File: src/rtl/alu_arbiter.sv
// Two-requester arbiter that time-shares one external combinational ALU, one operation in flight.
// Define ALU_ARB_RR_EN for round-robin tie-breaking; otherwise requester 0 has fixed priority.
module alu_arbiter #(
  parameter  int unsigned XLEN   = 32,
  localparam int unsigned CTRL_W = 5,
  localparam int unsigned FLAG_W = 4
) (
  input  logic              clk,
  input  logic              rst_n,

  input  logic              req0_valid,
  output logic              req0_ready,
  input  logic [XLEN-1:0]   req0_a,
  input  logic [XLEN-1:0]   req0_b,
  input  logic [CTRL_W-1:0] req0_ctrl,

  input  logic              req1_valid,
  output logic              req1_ready,
  input  logic [XLEN-1:0]   req1_a,
  input  logic [XLEN-1:0]   req1_b,
  input  logic [CTRL_W-1:0] req1_ctrl,

  output logic              rsp0_valid,
  input  logic              rsp0_ready,
  output logic              rsp1_valid,
  input  logic              rsp1_ready,
  output logic [XLEN-1:0]   rsp_result,
  output logic [FLAG_W-1:0] rsp_flags,

  output logic [XLEN-1:0]   alu_a,
  output logic [XLEN-1:0]   alu_b,
  output logic [CTRL_W-1:0] alu_ctrl,
  input  logic [XLEN-1:0]   alu_result,
  input  logic [FLAG_W-1:0] alu_flags,

  output logic              busy,
  output logic              grant_id
);

  typedef enum logic [1:0] {
    IDLE = 2'd0,
    EXEC = 2'd1,
    RESP = 2'd2
  } state_t;

  state_t              state_q, state_d;
  logic                rsp0_valid_d, rsp1_valid_d;
  logic [XLEN-1:0]     rsp_result_d;
  logic [FLAG_W-1:0]   rsp_flags_d;
  logic [XLEN-1:0]     alu_a_d, alu_b_d;
  logic [CTRL_W-1:0]   alu_ctrl_d;
  logic                grant_id_d;
  logic                busy_d;

  logic                owner_rsp_valid, owner_rsp_ready;
  logic                rsp_done, can_accept, any_valid, accept, win;

  // Response handshake of the current owner frees the datapath for a same-cycle accept.
  assign owner_rsp_valid = grant_id ? rsp1_valid : rsp0_valid;
  assign owner_rsp_ready = grant_id ? rsp1_ready : rsp0_ready;
  assign rsp_done        = (state_q == RESP) && owner_rsp_valid && owner_rsp_ready;
  assign can_accept      = (state_q == IDLE) || rsp_done;
  assign any_valid       = req0_valid || req1_valid;
  assign accept          = can_accept && any_valid;

`ifdef ALU_ARB_RR_EN
  // rr_prio_q names the requester that wins a tie; it points away from the last grant.
  logic rr_prio_q, rr_prio_d;

  assign win = (req0_valid && req1_valid) ? rr_prio_q : req1_valid;

  always_comb begin
    rr_prio_d = rr_prio_q;
    if (accept) rr_prio_d = ~win;
  end

  always_ff @(posedge clk or negedge rst_n) begin
    if (!rst_n) rr_prio_q <= 1'b0;
    else        rr_prio_q <= rr_prio_d;
  end
`else
  assign win = ~req0_valid;
`endif

  // Ready goes only to the winner; reset holds both low.
  assign req0_ready = rst_n && accept && !win;
  assign req1_ready = rst_n && accept &&  win;

  // Next-state and registered-output logic.
  always_comb begin
    state_d      = state_q;
    rsp0_valid_d = rsp0_valid;
    rsp1_valid_d = rsp1_valid;
    rsp_result_d = rsp_result;
    rsp_flags_d  = rsp_flags;
    alu_a_d      = alu_a;
    alu_b_d      = alu_b;
    alu_ctrl_d   = alu_ctrl;
    grant_id_d   = grant_id;

    case (state_q)
      IDLE: begin
        if (accept) state_d = EXEC;
      end
      EXEC: begin
        rsp_result_d = alu_result;
        rsp_flags_d  = alu_flags;
        rsp0_valid_d = !grant_id;
        rsp1_valid_d = grant_id;
        state_d      = RESP;
      end
      RESP: begin
        if (rsp_done) begin
          rsp0_valid_d = 1'b0;
          rsp1_valid_d = 1'b0;
          state_d      = accept ? EXEC : IDLE;
        end
      end
      default: begin
        state_d      = IDLE;
        rsp0_valid_d = 1'b0;
        rsp1_valid_d = 1'b0;
      end
    endcase

    if (accept) begin
      grant_id_d = win;
      alu_a_d    = win ? req1_a    : req0_a;
      alu_b_d    = win ? req1_b    : req0_b;
      alu_ctrl_d = win ? req1_ctrl : req0_ctrl;
    end

    busy_d = (state_d != IDLE);
  end

  always_ff @(posedge clk or negedge rst_n) begin
    if (!rst_n) begin
      state_q    <= IDLE;
      rsp0_valid <= 1'b0;
      rsp1_valid <= 1'b0;
      rsp_result <= '0;
      rsp_flags  <= '0;
      alu_a      <= '0;
      alu_b      <= '0;
      alu_ctrl   <= CTRL_W'(0);
      grant_id   <= 1'b0;
      busy       <= 1'b0;
    end else begin
      state_q    <= state_d;
      rsp0_valid <= rsp0_valid_d;
      rsp1_valid <= rsp1_valid_d;
      rsp_result <= rsp_result_d;
      rsp_flags  <= rsp_flags_d;
      alu_a      <= alu_a_d;
      alu_b      <= alu_b_d;
      alu_ctrl   <= alu_ctrl_d;
      grant_id   <= grant_id_d;
      busy       <= busy_d;
    end
  end

endmodule

File: config.mk
export PLATFORM = sky130hd
export DESIGN_NAME = alu_arbiter
export DESIGN_NICKNAME = d
export VERILOG_FILES = /design/src/rtl/alu_arbiter.sv
export SDC_FILE = /design/constraint.sdc
export NUM_CORES = 1
export LEC_CHECK = 0
export ABC_AREA = 1
export CAP_MARGIN = 20
export CELL_PAD_IN_SITES_DETAIL_PLACEMENT = 2
export CELL_PAD_IN_SITES_GLOBAL_PLACEMENT = 2
export CORE_MARGIN = 2
export CORE_UTILIZATION = 21
export DETAILED_ROUTE_END_ITERATION = 7
export PLACE_DENSITY_LB_ADDON = 0.1
export SYNTH_ARGS = -nofsm -noshare
export SYNTH_HDL_FRONTEND = slang
export SYNTH_SLANG_ARGS = --single-unit
File: constraint.sdc
create_clock -name clk -period 1.9 [get_ports clk]
set_input_delay 0.19 -clock clk [delete_from_list [all_inputs] [get_ports clk]]
set_output_delay 0.19 -clock clk [all_outputs]
set_load 0.02 [all_outputs]
After elaboration in Yosys (flattened, before gate mapping)
Cells that the tools add are included.
- multiplexer cells: 12
- reduce and logical (&&, ||, !) cells: 12
- bitwise gates (word level): 2
- eq/ne operators: 3
- operators by type and width (kind ; count):
    $mux W32 ; 2
    $logic_and A1 B1 Y1 ; 6
    $pmux W1 S3 ; 2
    $pmux W2 S3 ; 1
    $mux W5 ; 1
    $mux W1 ; 4
    $mux W2 ; 2
    $eq A2 B1 Y1 const B ; 1
    $eq A2 B2 Y1 const B ; 1
    $logic_not A2 Y1 ; 1
    $logic_or A1 B1 Y1 ; 2
    $ne A2 B2 Y1 const B ; 1
    $not A1 Y1 ; 2
    $reduce_and A2 Y1 ; 1
    $reduce_bool A2 Y1 ; 1
    $logic_not A1 Y1 ; 1
- output and inout bits: 111
- register bits after elaboration: 111

Depth between registers and ports, before layout
Gate-level depths: netlist (run 1).
- word-level depth: 9
- depth in mapped cells: 7

Worst setup path after synthesis (run 1)
Ideal clock, no wire load.
- path kind: flip-flop to output port
- start: register grant_id
- end: output port req0_ready
- required time: 1710 ps
- path slack: 337 ps
- arrival time: 1373 ps
- stages on the path, launching flop included: 6
- buffers on the path: 1
- cells stage by stage: dfrtp_1 > nand3_2 > nand3_4 > buf_2 > nand3_1 > nor2_1
- cells in the longest elaborated chain, start to end: 7
- elaborated cells between the ends (all ways): 8
- classes of those cells: 2 x mux; 6 x reduce/logical
- RTL lines (element ; line ; source):
    start: declaration ; 37 ; output logic grant_id
    start signal: assignment ; 157 ; grant_id <= grant_id_d;
    $mux W1 ; 59 ; assign owner_rsp_valid = grant_id ? rsp1_valid : rsp0_valid;
    $logic_and A1 B1 Y1 ; 61 ; assign rsp_done = (state_q == RESP) && owner_rsp_valid && owner_rsp_ready;
    $logic_and A1 B1 Y1 * ; 61 ;
    $logic_or A1 B1 Y1 * ; 62 ; assign can_accept = (state_q == IDLE) || rsp_done;
    $logic_and A1 B1 Y1 * ; 64 ; assign accept = can_accept && any_valid;
    $logic_and A1 B1 Y1 * (2 in a row) ; 86 ; assign req0_ready = rst_n && accept && !win;
    end: declaration ; 12 ; output logic req0_ready,
Every way passes the cells marked *; elsewhere a longest branch is shown, timed or not.

Worst setup path in the final report (run 1)
- start: register grant_id
- end: output port req1_ready
- cells in the longest elaborated chain, start to end: 7
- elaborated cells between the ends (all ways): 8
- classes of those cells: 2 x mux; 6 x reduce/logical
- RTL lines (element ; line ; source):
    $mux W1 ; 59 ;
    $logic_and A1 B1 Y1 ; 61 ;
    $logic_and A1 B1 Y1 * ; 61 ;
    $logic_or A1 B1 Y1 * ; 62 ;
    $logic_and A1 B1 Y1 * ; 64 ;
    $logic_and A1 B1 Y1 * (2 in a row) ; 87 ; assign req1_ready = rst_n && accept && win;
    end: declaration ; 18 ; output logic req1_ready,
Marked as above.

==> impl_metrics.json, run 1 <==
{
  "cp_max_fo": 5,
  "hold_ws_ns": 0.355,
  "final_common_cell": "nand2_1",
  "seq_area_frac_synth_pct": 53.2,
  "finalCritPeriodShare_pct": 87.3,
  "finalClockSkew_ns": 0.0153,
  "first_pass_iters": 4,
  "rsz0062_at_grt": "false",
  "grt-ovfl-total": 0,
  "relSlewSlack_pct": 52.7,
  "netSwitchingFraction_pct": 43.4,
  "via_per_inst": 4.23,
  "final_cell_mix": "nand2_1, clkdlybuf4s50_1, dfrtp_1",
  "fin_crit_ns": 1.66,
  "cts-htree-levels": 3,
  "multi_input_area_um2": 2190,
  "core_area_um2": 24400,
  "grt_pass1_vias": 5972,
  "p_seq_share_pct": 31.2,
  "dpl.hpwl_um": 15500,
  "drt_wl_total_um": 21700,
  "detail_route.wl_per_cell_um": 16.5,
  "p_sw_uw": 5730,
  "clock.fmax_mhz": 603,
  "finalPower_uw": 13200,
  "p_leak_uw": 0.00433,
  "vdd_drop_max_mv": 0.611,
  "antenna_found_initial": 3,
  "synth_cell_type_count": 15,
  "drv_slew": 0,
  "die_area_um2": 26100,
  "cp-end-kind": "output pin",
  "worst_pin_slew_ns": 0.709,
  "dp_slack_ns": -0.0810,
  "setup_violations": 0,
  "die_height_um": 162,
  "cts_tree": "done",
  "synth_xor_xnor_area_share_pct": 0,
  "die_w_um": 162,
  "clock_sinks": 111,
  "required_ns": 1.71,
  "port_buffers": 290,
  "max-cap-violations": 0,
  "syn_area_um2": 5220,
  "filler_cell_count": 2823,
  "drive_above_1_share_pct": 4.77,
  "hold_path_class": "in2reg",
  "power_frac_comb_pct": 54.0,
  "outcome": "finished, final reports clean",
  "start_util_pct": 21.4,
  "routabilityCongestion": 0.715,
  "yosys_warnings": 0,
  "crit_slowest_cell": "dfrtp_2",
  "drtIter0Drc": 165,
  "drc": 0,
  "critPathLaunchType": "flop",
  "intPower_uw": 7480,
  "arrival_ns": 1.47,
  "ys_seq_elements": 111,
  "synth-compound-area-share_pct": 0,
  "rows": 57,
  "cts_made_buffers": 9,
  "synth_top_family_by_area": "simple AND/OR/NAND/NOR gates",
  "worstSetupPathType": "reg2out",
  "grt_pass1_wl_um": 33800,
  "area_delta_synth_final_pct": 67.8,
  "regArea_um2": 2780,
  "critical-path-top-delay-family": "flip-flops",
  "clockPowerShare_pct": 14.8,
  "worstPathCellList": "inv_2 > nand3_2 > nand3_4 > nand3_1 > nor2_1 > buf_2",
  "ant_nets": 0,
  "clk_pin_slew_worst_paths_ns": 0.09,
  "grt_max_degree": 112,
  "finalHoldViolCount": 0,
  "syn_avg_cell_area_um2": 7.39,
  "synthCells": 707,
  "yosys.area_share.simple_pct": 41.9,
  "grt_usage_pct": 16.6,
  "clk_latency_ns": 0.36,
  "clockRootBuffer": "clkbuf_16",
  "fin_ws_ns": 0.242,
  "cellPowerDensity_nw_per_um2": 1510,
  "crit_path_max_incr_delay_ns": 0.46,
  "route.vias.total": 5546,
  "cts_buffer_depth": 2,
  "synth.area.mux_share_pct": 0,
  "ios": 291,
  "synthAdderAreaFrac_pct": 0,
  "timing.critical_path.buf_inv": 2,
  "finalNetCount": 1161,
  "syn-num-nets": 887
}
[metal layers]
layer | global-route usage (%) | wire [µm] | vias up
li1 | - | - | 2714
met1 | 20.2 | 9300 | 2646
met2 | 28.5 | 10500 | 168
met3 | 4.95 | 1620 | 16
met4 | 4.67 | 244 | 2
met5 | 0 | 13 | -
[logic make-up after synthesis]
group	Yosys count
DFF	111
and+or+nand+nor	546
buffers and inverters	50
[cell usage after synthesis]
| cell type | instances | area [µm²] |
|---|---|---|
| nand3_2 | 2 | 20.0 |
| nand3_4 | 1 | 17.5 |
| dfrtp_1 | 111 | 2780 |
| inv_2 | 4 | 15.0 |
| nand4_1 | 1 | 6.26 |
| inv_1 | 2 | 7.51 |
| nor2_4 | 1 | 11.3 |
| nand2_1 | 462 | 1730 |
| nand2_4 | 1 | 11.3 |
| buf_4 | 9 | 67.6 |
| nand3_1 | 74 | 370 |
| buf_2 | 27 | 135 |
| nor2_2 | 1 | 6.26 |
| clkbuf_1 | 8 | 30.0 |
| nor2_1 | 3 | 11.3 |
[through the flow]
step	instances	TNS [ns]	util [%]	area, µm²
after floorplan	707	0	-	5220
after global routing	1312	0	35.9	8760
after global placement	1293	-0.102	34.7	8460
after CTS	1310	0	35.9	8770
final	1312	0	35.9	8760
after detailed placement	1293	-0.124	34.7	8460
[registers in the layout, summed over array words and instances, names as in the netlist, 2 cells and up]
register and flops:
alu_a 32, alu_b 32, alu_ctrl 5, rsp_flags 4
rsp_result 32, state_q 2
[power by group through the flow]
stage / Clock [µW] / Combinational (µW) / Sequential, µW
2_1_floorplan: 0 / 2270 / 5480
3_3_place_gp: 0 / 7240 / 4110
3_5_place_dp: 0 / 7320 / 4180
4_1_cts: 2040 / 7350 / 4150
5_1_grt: 2110 / 7840 / 4300
6_report: 1950 / 7130 / 4130
[worst reg2reg max path, cell delays in order (launching register included)]
cell and delay, ns:
dfrtp_2 0.46, inv_2 0.08, nand3_2 0.09, nand3_4 0.10, buf_4 0.25, buf_4 0.35
nand3_1 0.15, nand2_1 0.10
[final cells by class]
| cell class | instances | area share (%) |
|---|---|---|
| Timing Repair Buffer | 307 | 35.0 |
| Multi-Input combinational cell | 546 | 25.0 |
| Sequential cell | 111 | 31.7 |
| Inverter | 6 | 0.257 |
| Tap cell | 324 | 4.63 |
| Clock inverter | 7 | 0.814 |
| Clock buffer | 9 | 2.57 |
| Antenna cell | 2 | 0.0571 |
[worst paths after layout]
| path | startpoint | to | slack, ns | depth (start not counted) |
|---|---|---|---|---|
| max in group asynchronous | rst_n | alu_b[14]$_DFFE_PN0P_ | 0.78 | 3 |
| worst min register to register | alu_a[5]$_DFFE_PN0P_ | alu_a[5]$_DFFE_PN0P_ | 0.47 | 2 |
| worst min-delay path | alu_result[10] | rsp_result[10]$_DFFE_PN0N_ | 0.36 | 3 |
| worst max register to register | grant_id$_DFFE_PN0P_ | alu_b[25]$_DFFE_PN0P_ | 0.27 | 7 |
| min in group asynchronous | rst_n | alu_b[31]$_DFFE_PN0P_ | 0.60 | 3 |
| worst max-delay path | grant_id$_DFFE_PN0P_ | req1_ready | 0.24 | 6 |
[what timing repair did]
item | in CTS | in global routing
resized for setup | 4 | 5
buffers inserted | 0 | 0
endpoints found under the hold margin | 111 | 0
setup endpoints to repair | 2 | 2
hold buffers | 1 | 0
Power figures use the tool's default switching activity.
==> run 2, diff against run 1 <==
--- a/config.mk
+++ b/config.mk
@@ -13,6 +13,7 @@
 export CORE_UTILIZATION = 21
 export DETAILED_ROUTE_END_ITERATION = 7
 export PLACE_DENSITY_LB_ADDON = 0.1
+export SLEW_MARGIN = 20
 export SYNTH_ARGS = -nofsm -noshare
 export SYNTH_HDL_FRONTEND = slang
 export SYNTH_SLANG_ARGS = --single-unit
==> results of run 2 <==
Same layout as run 1: the final DEF is identical, and so are final timing and power.
